File: config.mk
export PLATFORM = sky130hd
export DESIGN_NAME = imm_gen_stage_flat
export DESIGN_NICKNAME = d
export VERILOG_FILES = /design/src/rtl/legv8_pkg.sv /design/src/rtl/imm_gen_stage_if.sv /design/src/rtl/imm_decode.sv /design/src/rtl/imm_gen_stage.sv /design/src/flat_wrapper.sv
export SDC_FILE = /design/constraint.sdc
export NUM_CORES = 1
export LEC_CHECK = 0
export CAP_MARGIN = 10
export CORE_AREA = 8 8 164 197
export CTS_CLUSTER_SIZE = 10
export DETAILED_ROUTE_END_ITERATION = 6
export DIE_AREA = 0 0 172 205
export SLEW_MARGIN = 25
export SYNTH_ARGS = -nofsm -noshare
export SYNTH_HDL_FRONTEND = slang
export SYNTH_SLANG_ARGS = --single-unit
File: constraint.sdc
create_clock -name clk -period 2.96 [get_ports clk]
set_input_delay 0.592 -clock clk [delete_from_list [all_inputs] [get_ports clk]]
set_output_delay 0.592 -clock clk [all_outputs]
set_load 0.03 [all_outputs]
File: src/rtl/legv8_pkg.sv
// Shared LEGv8 decode constants: immediate format codes, opcodes, field positions.
package legv8_pkg;

  typedef enum logic [2:0] {
    FMT_NONE = 3'd0,
    FMT_B    = 3'd1,
    FMT_CB   = 3'd2,
    FMT_I    = 3'd3,
    FMT_D    = 3'd4,
    FMT_IW   = 3'd5
  } fmt_e;

  // B-format, [31:26]
  localparam logic [5:0] OP_B  = 6'b000101;
  localparam logic [5:0] OP_BL = 6'b100101;

  // CB-format, [31:24]
  localparam logic [7:0] OP_CBZ   = 8'b10110100;
  localparam logic [7:0] OP_CBNZ  = 8'b10110101;
  localparam logic [7:0] OP_BCOND = 8'b01010100;

  // I-format, [31:22]
  localparam logic [9:0] OP_ADDI  = 10'b1001000100;
  localparam logic [9:0] OP_ADDIS = 10'b1011000100;
  localparam logic [9:0] OP_SUBI  = 10'b1101000100;
  localparam logic [9:0] OP_SUBIS = 10'b1111000100;
  localparam logic [9:0] OP_ANDI  = 10'b1001001000;
  localparam logic [9:0] OP_ANDIS = 10'b1111001000;
  localparam logic [9:0] OP_ORRI  = 10'b1011001000;
  localparam logic [9:0] OP_EORI  = 10'b1101001000;

  // D-format, [31:21]
  localparam logic [10:0] OP_LDUR   = 11'b11111000010;
  localparam logic [10:0] OP_STUR   = 11'b11111000000;
  localparam logic [10:0] OP_LDURSW = 11'b10111000100;
  localparam logic [10:0] OP_STURW  = 11'b10111000000;
  localparam logic [10:0] OP_LDURB  = 11'b00111000010;
  localparam logic [10:0] OP_STURB  = 11'b00111000000;
  localparam logic [10:0] OP_LDURH  = 11'b01111000010;
  localparam logic [10:0] OP_STURH  = 11'b01111000000;

  // IW-format, [31:23]
  localparam logic [8:0] OP_MOVZ = 9'b110100101;
  localparam logic [8:0] OP_MOVK = 9'b111100101;

  // Immediate field positions
  localparam int unsigned B_IMM_MSB  = 25;
  localparam int unsigned CB_IMM_MSB = 23;
  localparam int unsigned CB_IMM_LSB = 5;
  localparam int unsigned I_IMM_MSB  = 21;
  localparam int unsigned I_IMM_LSB  = 10;
  localparam int unsigned D_IMM_MSB  = 20;
  localparam int unsigned D_IMM_LSB  = 12;
  localparam int unsigned IW_IMM_MSB = 20;
  localparam int unsigned IW_IMM_LSB = 5;
  localparam int unsigned IW_HW_MSB  = 22;
  localparam int unsigned IW_HW_LSB  = 21;

endpackage

File: src/rtl/imm_gen_stage_if.sv
// Instruction-in / immediate-out stream bundle for the immediate generator stage.
interface imm_gen_stage_if #(
  parameter int unsigned DATA_W = 64
);
  logic              in_valid;
  logic              in_ready;
  logic [31:0]       in_instr;
  logic [DATA_W-1:0] in_pc;
  logic              out_valid;
  logic              out_ready;
  logic [DATA_W-1:0] out_imm;
  logic [2:0]        out_fmt;
  logic              out_illegal;
  logic [DATA_W-1:0] out_pc;

  // Upstream/downstream environment side
  modport master (
    output in_valid, in_instr, in_pc, out_ready,
    input  in_ready, out_valid, out_imm, out_fmt, out_illegal, out_pc
  );

  // Stage side
  modport slave (
    input  in_valid, in_instr, in_pc, out_ready,
    output in_ready, out_valid, out_imm, out_fmt, out_illegal, out_pc
  );
endinterface

File: src/rtl/imm_decode.sv
// Combinational LEGv8 immediate decode and extension (first match B, CB, I, D, IW).
module imm_decode
  import legv8_pkg::*;
#(
  parameter int unsigned DATA_W       = 64,
  parameter bit          IMM12_SIGNED = 1'b1,
  parameter bit          BR_SHIFT2    = 1'b0
) (
  input  logic [31:0]       instr_i,
  output logic [DATA_W-1:0] imm_o,
  output fmt_e              fmt_o,
  output logic              illegal_o
);

  logic [1:0]        hw;
  logic [63:0]       iw_wide;
  logic [DATA_W-1:0] br_ext;

  // Decode the format and build the extended immediate
  always_comb begin
    imm_o     = '0;
    fmt_o     = FMT_NONE;
    illegal_o = 1'b1;
    br_ext    = '0;
    hw        = instr_i[IW_HW_MSB:IW_HW_LSB];
    iw_wide   = 64'(instr_i[IW_IMM_MSB:IW_IMM_LSB]) << {hw, 4'b0000};

    if (instr_i[31:26] inside {OP_B, OP_BL}) begin
      fmt_o     = FMT_B;
      illegal_o = 1'b0;
      br_ext    = {{(DATA_W-26){instr_i[B_IMM_MSB]}}, instr_i[B_IMM_MSB:0]};
      imm_o     = BR_SHIFT2 ? (br_ext << 2) : br_ext;
    end else if (instr_i[31:24] inside {OP_CBZ, OP_CBNZ, OP_BCOND}) begin
      fmt_o     = FMT_CB;
      illegal_o = 1'b0;
      br_ext    = {{(DATA_W-19){instr_i[CB_IMM_MSB]}}, instr_i[CB_IMM_MSB:CB_IMM_LSB]};
      imm_o     = BR_SHIFT2 ? (br_ext << 2) : br_ext;
    end else if (instr_i[31:22] inside {OP_ADDI, OP_ADDIS, OP_SUBI, OP_SUBIS,
                                         OP_ANDI, OP_ANDIS, OP_ORRI, OP_EORI}) begin
      fmt_o     = FMT_I;
      illegal_o = 1'b0;
      imm_o     = {{(DATA_W-12){IMM12_SIGNED & instr_i[I_IMM_MSB]}},
                   instr_i[I_IMM_MSB:I_IMM_LSB]};
    end else if (instr_i[31:21] inside {OP_LDUR, OP_STUR, OP_LDURSW, OP_STURW,
                                         OP_LDURB, OP_STURB, OP_LDURH, OP_STURH}) begin
      fmt_o     = FMT_D;
      illegal_o = 1'b0;
      imm_o     = {{(DATA_W-9){instr_i[D_IMM_MSB]}}, instr_i[D_IMM_MSB:D_IMM_LSB]};
    end else if (instr_i[31:23] inside {OP_MOVZ, OP_MOVK}) begin
      fmt_o = FMT_IW;
      // A 32-bit datapath cannot hold half-words 2 and 3
      if (DATA_W == 32 && hw[1]) begin
        imm_o     = '0;
        illegal_o = 1'b1;
      end else begin
        imm_o     = iw_wide[DATA_W-1:0];
        illegal_o = 1'b0;
      end
    end
  end

endmodule

File: src/rtl/imm_gen_stage.sv
// Immediate generator pipeline stage: decode, then output register plus one skid entry.
module imm_gen_stage
  import legv8_pkg::*;
#(
  parameter int unsigned DATA_W       = 64,
  parameter bit          IMM12_SIGNED = 1'b1,
  parameter bit          BR_SHIFT2    = 1'b0
) (
  input logic            clk,
  input logic            reset,
  input logic            flush,
  imm_gen_stage_if.slave bus
);

  typedef struct packed {
    logic [DATA_W-1:0] imm;
    fmt_e              fmt;
    logic              illegal;
    logic [DATA_W-1:0] pc;
  } entry_t;

  logic [DATA_W-1:0] dec_imm;
  fmt_e              dec_fmt;
  logic              dec_illegal;
  entry_t            new_entry;
  entry_t            out_d, out_q, skid_d, skid_q;
  logic              out_valid_d, out_valid_q;
  logic              skid_valid_d, skid_valid_q;
  logic              in_ready_d, in_ready_q;
  logic              accept_in, out_free;

  imm_decode #(
    .DATA_W      (DATA_W),
    .IMM12_SIGNED(IMM12_SIGNED),
    .BR_SHIFT2   (BR_SHIFT2)
  ) u_imm_decode (
    .instr_i  (bus.in_instr),
    .imm_o    (dec_imm),
    .fmt_o    (dec_fmt),
    .illegal_o(dec_illegal)
  );

  assign new_entry = '{imm: dec_imm, fmt: dec_fmt, illegal: dec_illegal, pc: bus.in_pc};
  assign accept_in = bus.in_valid && in_ready_q;
  assign out_free  = !out_valid_q || bus.out_ready;

  // Next state: the skid entry drains to the output before new input, keeping order
  always_comb begin
    out_d        = out_q;
    out_valid_d  = out_valid_q;
    skid_d       = skid_q;
    skid_valid_d = skid_valid_q;
    if (flush) begin
      out_valid_d  = 1'b0;
      skid_valid_d = 1'b0;
    end else if (out_free) begin
      // in_ready_q is low whenever skid is valid, so no input arrives in that case
      if (skid_valid_q) begin
        out_d        = skid_q;
        out_valid_d  = 1'b1;
        skid_valid_d = 1'b0;
      end else if (accept_in) begin
        out_d       = new_entry;
        out_valid_d = 1'b1;
      end else begin
        out_valid_d = 1'b0;
      end
    end else if (accept_in) begin
      skid_d       = new_entry;
      skid_valid_d = 1'b1;
    end
    in_ready_d = !skid_valid_d;
  end

  // State registers with synchronous reset
  always_ff @(posedge clk) begin
    if (reset) begin
      out_q        <= '0;
      out_valid_q  <= 1'b0;
      skid_q       <= '0;
      skid_valid_q <= 1'b0;
      in_ready_q   <= 1'b1;
    end else begin
      out_q        <= out_d;
      out_valid_q  <= out_valid_d;
      skid_q       <= skid_d;
      skid_valid_q <= skid_valid_d;
      in_ready_q   <= in_ready_d;
    end
  end

  assign bus.in_ready    = in_ready_q;
  assign bus.out_valid   = out_valid_q;
  assign bus.out_imm     = out_q.imm;
  assign bus.out_fmt     = out_q.fmt;
  assign bus.out_illegal = out_q.illegal;
  assign bus.out_pc      = out_q.pc;

endmodule
File: src/flat_wrapper.sv
// flat-port wrapper written by rule: the top's interface ports become plain ports
module imm_gen_stage_flat import legv8_pkg::*;
#(
  parameter int unsigned DATA_W       = 64,
  parameter bit          IMM12_SIGNED = 1'b1,
  parameter bit          BR_SHIFT2    = 1'b0
)
  (clk, reset, flush, bus_in_valid, bus_in_instr, bus_in_pc, bus_out_ready, bus_in_ready, bus_out_valid, bus_out_imm, bus_out_fmt, bus_out_illegal, bus_out_pc);
  imm_gen_stage_if #(.DATA_W(DATA_W)) bus_i ();
  input logic clk;
  input logic reset;
  input logic flush;
  input wire logic [$bits(bus_i.in_valid)-1:0] bus_in_valid;
  input wire logic [$bits(bus_i.in_instr)-1:0] bus_in_instr;
  input wire logic [$bits(bus_i.in_pc)-1:0] bus_in_pc;
  input wire logic [$bits(bus_i.out_ready)-1:0] bus_out_ready;
  output wire logic [$bits(bus_i.in_ready)-1:0] bus_in_ready;
  output wire logic [$bits(bus_i.out_valid)-1:0] bus_out_valid;
  output wire logic [$bits(bus_i.out_imm)-1:0] bus_out_imm;
  output wire logic [$bits(bus_i.out_fmt)-1:0] bus_out_fmt;
  output wire logic [$bits(bus_i.out_illegal)-1:0] bus_out_illegal;
  output wire logic [$bits(bus_i.out_pc)-1:0] bus_out_pc;
  assign bus_i.in_valid = bus_in_valid;
  assign bus_i.in_instr = bus_in_instr;
  assign bus_i.in_pc = bus_in_pc;
  assign bus_i.out_ready = bus_out_ready;
  assign bus_in_ready = bus_i.in_ready;
  assign bus_out_valid = bus_i.out_valid;
  assign bus_out_imm = bus_i.out_imm;
  assign bus_out_fmt = bus_i.out_fmt;
  assign bus_out_illegal = bus_i.out_illegal;
  assign bus_out_pc = bus_i.out_pc;
  imm_gen_stage #(.DATA_W(DATA_W), .IMM12_SIGNED(IMM12_SIGNED), .BR_SHIFT2(BR_SHIFT2)) u_core (.clk(clk), .reset(reset), .flush(flush), .bus(bus_i));
endmodule
# ---- Word-level counts from Yosys, hierarchy flattened
# Cells that the tools add are included.
dict set report op_classes {
  n_eq_ne 23
  n_shift 1
  n_mux 22
  bitwise_logic 2
  reduce_logical 13
}
# operator n
set ops {}
lappend ops {{2-to-1 mux 64 bit} 5}
lappend ops {{2-to-1 mux 132 bit} 2}
lappend ops {{== test 10 bit (second input constant)} 8}
lappend ops {{left shift 16 x 6 -> 64 bit} 1}
lappend ops {{== test 11 bit (second input constant)} 4}
lappend ops {{== test 11 x 10 -> 1 bit (second input constant)} 2}
lappend ops {{== test 11 x 9 -> 1 bit (second input constant)} 2}
lappend ops {{== test 9 bit (second input constant)} 2}
lappend ops {{== test 8 bit (second input constant)} 2}
lappend ops {{nonzero test 8 bit} 2}
lappend ops {{2-to-1 mux 3 bit} 5}
lappend ops {{2-to-1 mux 1 bit} 10}
lappend ops {{== test 8 x 7 -> 1 bit (second input constant)} 1}
lappend ops {{== test 6 x 3 -> 1 bit (second input constant)} 1}
lappend ops {{== test 6 bit (second input constant)} 1}
lappend ops {{AND reduction 3 bit} 2}
lappend ops {{nonzero test 2 bit} 3}
lappend ops {{nonzero test 3 bit} 1}
lappend ops {{logical NOT 1 bit} 2}
lappend ops {{inverter 1 bit} 2}
lappend ops {{OR reduction 2 bit} 1}
lappend ops {{logical AND 1 bit} 1}
lappend ops {{logical OR 1 bit} 1}
dict set report totals {
  reg_bits 267
  input_bits 101
  out_inout_bits 134
  wordCells 72
}

# ---- Longest topological paths before layout
dict set report depth {
  ltp_word 9
  depth_mapped 9
  depth_no_buf 5
}

# ---- Modules after synthesis
# From an unflattened synthesis, not the netlist that was laid out.
dict set report unflattened {
  hier_cells 1580
  hier_area_um2 14592.7
}
# mod n_inst cells_each area_per_inst_um2 seq_area_each_um2
set by_module_without_submodules {}
lappend by_module_without_submodules {imm_gen_stage 1 1333 13178.9 5345.1}
lappend by_module_without_submodules {imm_decode 1 247 1413.9 0.0}

# ---- Least setup slack after synthesis
# Ideal clock, no wire load.
dict set report synth_path {
  path_type {input port to flip-flop}
  startpoint {in bus_in_instr[24]}
  endpoint {reg u_core.out_q, in the netlist u_core.bus.out_imm[61]}
  setup_ns 0.066
  arrival_ns 2.127
  t_required_ns 2.894
  path_slack_ns 0.767
  stages 7
  path_buffers 2
  path_cell_list {or4b_4 -> a2111o_1 -> o2111ai_2 -> buf_6 -> buf_8 -> o21ai_2 -> a21oi_2}
}
dict set report synth_via {
  elab_chain_cells 9
  elab_cells_between_ends 32
  cone_classes {21 x eq/ne; 7 x mux; 4 x reduce/logical}
}
# item line
set synth_rtl {}
lappend synth_rtl {{start, declared} flat_wrapper.sv:14} ;# input wire logic [$bits(bus_i.in_instr)-1:0] bus_in_instr;
lappend synth_rtl {{== test 9 bit} imm_decode.sv:49} ;# end else if (instr_i[31:23] inside {OP_MOVZ, OP_MOVK}) begin
lappend synth_rtl {{nonzero test 2 bit} imm_decode.sv:49}
lappend synth_rtl {{2-to-1 mux 64 bit} imm_decode.sv:49}
lappend synth_rtl {{2-to-1 mux 64 bit} imm_decode.sv:44} ;# end else if (instr_i[31:21] inside {OP_LDUR, OP_STUR, OP_LDURSW, OP_STURW,
lappend synth_rtl {{2-to-1 mux 64 bit} imm_decode.sv:38} ;# end else if (instr_i[31:22] inside {OP_ADDI, OP_ADDIS, OP_SUBI, OP_SUBIS,
lappend synth_rtl {{2-to-1 mux 64 bit *} imm_decode.sv:33} ;# end else if (instr_i[31:24] inside {OP_CBZ, OP_CBNZ, OP_BCOND}) begin
lappend synth_rtl {{2-to-1 mux 64 bit *} imm_decode.sv:28} ;# if (instr_i[31:26] inside {OP_B, OP_BL}) begin
lappend synth_rtl {{2-to-1 mux 132 bit *} imm_gen_stage.sv:62} ;# end else if (accept_in) begin
lappend synth_rtl {{2-to-1 mux 132 bit *} imm_gen_stage.sv:58} ;# if (skid_valid_q) begin
lappend synth_rtl {{end signal, assigned} imm_gen_stage.sv:84} ;# out_q <= out_d;
lappend synth_rtl {{end, declared} imm_gen_stage.sv:26} ;# entry_t out_d, out_q, skid_d, skid_q;
# Every way passes the cells marked *; elsewhere a longest branch is shown, timed or not. The select of a mux whose other input is x is not followed.
# A chain may end at the register's enable or synchronous reset.

# ---- Worst setup path in the final report
dict set report layout_path {
  startpoint {in bus_in_instr[24]}
  endpoint {reg u_core.out_q, in the netlist u_core.bus.out_imm[36]}
}
# The elaborated chain is that of the path after synthesis.

==> results.toml <==
[run_status]
status = "finished clean"

[clock_network]
cts_root_buffer = "clkbuf_16"
cts-resized-gates = 0
clock_latency_ns = 0.55
clkSlewWorstSetupHoldPaths_ns = 0.06
clock-sinks = 267
tritoncts = "done"
clock_path_buffers = 3
cts_max_level = 1
cts_setup_buffers = 0
hold_buffers = 0
cts_buffers = 30

[timing]
tightest_slew_ns = 0.768
finalClockSkew_ns = 0.0131
min_period_ns = 2.39
rsz0062_at_grt = "false"
final.setup.worst_slack_ns = 0.574
slew_headroom_pct = 48.8
finalCritPeriodShare_pct = 80.6
hold_viol_final = 0
tns_ns = 0
drv_slew = 0
fmax_ghz = 0.419
setup_viol = 0

[synth]
avgSynthCellArea_sq_um = 8.30
synth_warnings = 0
synth_nets = 1487
synth-seq-cells = 267
synthDistinctLibCells = 62
syn_inst = 1386
ys_seq_area_share_pct = 46.5
ys_async_sr_fraction_pct = 0
ys.flop_type = "dfxtp_1"
synth_edf_count = 0
synth_area_sq_um = 11500

[pwr]
leakage_uw = 0.00508
powerDensity_nw_per_um2 = 538
total_power_uw = 8150
max-vdd-ir-drop_mv = 0.441

[hold_path]
holdPathStages = 2
worstHoldStart = "u_core.skid_q[127]"
hold_class = "reg -> reg"

[critical_path]
cp-startpoint = "bus_in_instr[24]"
arrival_ns = 2.87
crit_type = "in -> reg"
end_kind = "flip-flop"
r2r-end = "u_core.bus.out_imm[17]"
required_ns = 3.44
cp_max_fo = 27
rr_worst_depth = 5
cp-start-kind = "input port"
reg2reg_slack_ns = 0.89
timing.rr.start = "u_core.skid_valid_q"
worstSetupEndpoint = "u_core.bus.out_imm[36]"

[finish]
final_cell_mix = "dfxtp_1, clkdlybuf4s50_1, nand2_1"
final_common_cell = "dfxtp_1"
final_net_count = 1677
drive_above_1_share_pct = 7.35
n_antenna_cell = 0
syn_to_final_growth_pct = 31.8
fin_util_pct = 51.9

[floorplanning]
start_util_pct = 39.4
die_h_microns = 205
ioPinCount = 235
dieArea_sq_um = 35300
num_rows = 69
core_sq_um = 29200
die_w_microns = 172

[global_route]
grt_first_pass_wirelength_microns = 58400
grt_max_degree = 129
antenna_found_initial = 2
grt_usage_pct = 20.5
grt_pass1_vias = 10289
grt-ovfl-total = 0

[detailed_routing]
vias_per_cell = 5.50
antenna_left = 0
drc = 0
wirelength_microns = 37500
vias = 10816
post_drt_wl_per_cell_microns = 19.0
drt_iter0_markers = 875
firstDrtPassIters = 5

[place]
pre_cts_slack_ns = 0.0481
gp_congestion = 0.852
dp_hpwl_microns = 24100
io_buffers = 234

[flow_run]
cap_viol_max_count = 0
==> per-layer routing <==
layer | vias to the layer above | global-route usage (%) | share of wire (%)
met4 | 4 | 5.03 | 2.0
met2 | 336 | 33.3 | 46
met5 | - | 0 | 0.069
li1 | 5302 | - | -
met1 | 5119 | 27.0 | 44
met3 | 55 | 4.57 | 7.6
==> final cells by class <==
class / count / area, sq um
Sequential cell: 267 / 5350
Tap cell: 390 / 488
Clock buffer: 34 / 787
Fill cell: 2853 / 14000
Timing Repair Buffer: 289 / 2900
Multi-Input combinational cell: 982 / 5610
Inverter: 6 / 22.5
==> cells in the mapped netlist, drive strengths merged (3+ instances only) <==
cell type	instances	area [sq um]
and2	41	257
a311oi	13	114
o21ai	166	876
and4	3	26.3
mux2i	64	641
a31oi	13	81.3
o22ai	4	25.0
o21a	10	75.1
o211ai	7	52.6
clkbuf	107	407
dfxtp	267	5350
nand4	3	18.8
a21oi	185	933
o221ai	15	131
nor3	8	40.0
or2	3	18.8
a221o	9	90.1
nand2	186	698
nor2	117	442
o2111ai	4	41.3
nand3b	3	22.5
inv	6	22.5
buf	24	144
or3	18	113
a21o	4	30.0
a211oi	66	500
a22oi	11	82.6
==> stage by stage <==
step | instances | hold slack (ns) | instance area (sq um)
2_1_floorplan | 1386 | 0.425 | 11500
3_3_place_gp | 1934 | 0.433 | 14400
3_5_place_dp | 1934 | 0.439 | 14400
4_1_cts | 1968 | 0.447 | 15200
5_1_grt | 1968 | 0.468 | 15200
6_report | 1968 | 0.444 | 15200
==> flip-flops by register name, indices dropped and copies added (netlist names) <==
| name | count |
|---|---|
| u_core.skid_q | 132 |
| u_core.bus.out_imm | 64 |
| u_core.bus.out_pc | 64 |
| u_core.bus.out_fmt | 3 |
| u_core.bus.in_ready | 1 |
| u_core.bus.out_illegal | 1 |
| u_core.bus.out_valid | 1 |
| u_core.skid_valid_q | 1 |
==> kinds of logic after synthesis <==
kind of cell / after synthesis / synth area share [%]
xor gates and xnor gates: 1 / 0.0762
muxes: 64 / 5.57
DFF: 267 / 46.5
AOI/OAI and AO/OA: 520 / 27.5
buffers and inverters: 137 / 4.98
and+or+nand+nor: 397 / 15.4
==> how the worst min path moves through the flow <==
| stage | endpoint | slack [ns] |
|---|---|---|
| finish | u_core.skid_q[127] | 0.44 |
| global route | u_core.skid_q[55] | 0.47 |
| CTS | u_core.skid_q[127] | 0.45 |
| detailed placement | u_core.skid_q[127] | 0.44 |
| global placement | u_core.skid_q[129] | 0.43 |
| floorplan | u_core.skid_q[101] | 0.43 |
==> where the power goes <==
part	switching (uW)	internal [uW]	total, uW
logic	674	476	1150
clock network	1380	1830	3210
registers	68.0	3730	3790
total	2120	6030	8150
==> worst max-delay path, stage by stage <==
cell and delay (ns):
clkdlybuf4s50_1 0.47, or4b_4 0.57, a2111o_1 0.47, o2111ai_4 0.25, buf_12 0.24, o21ai_0 0.11, a21oi_1 0.16
(Power assumes the default switching activity.)
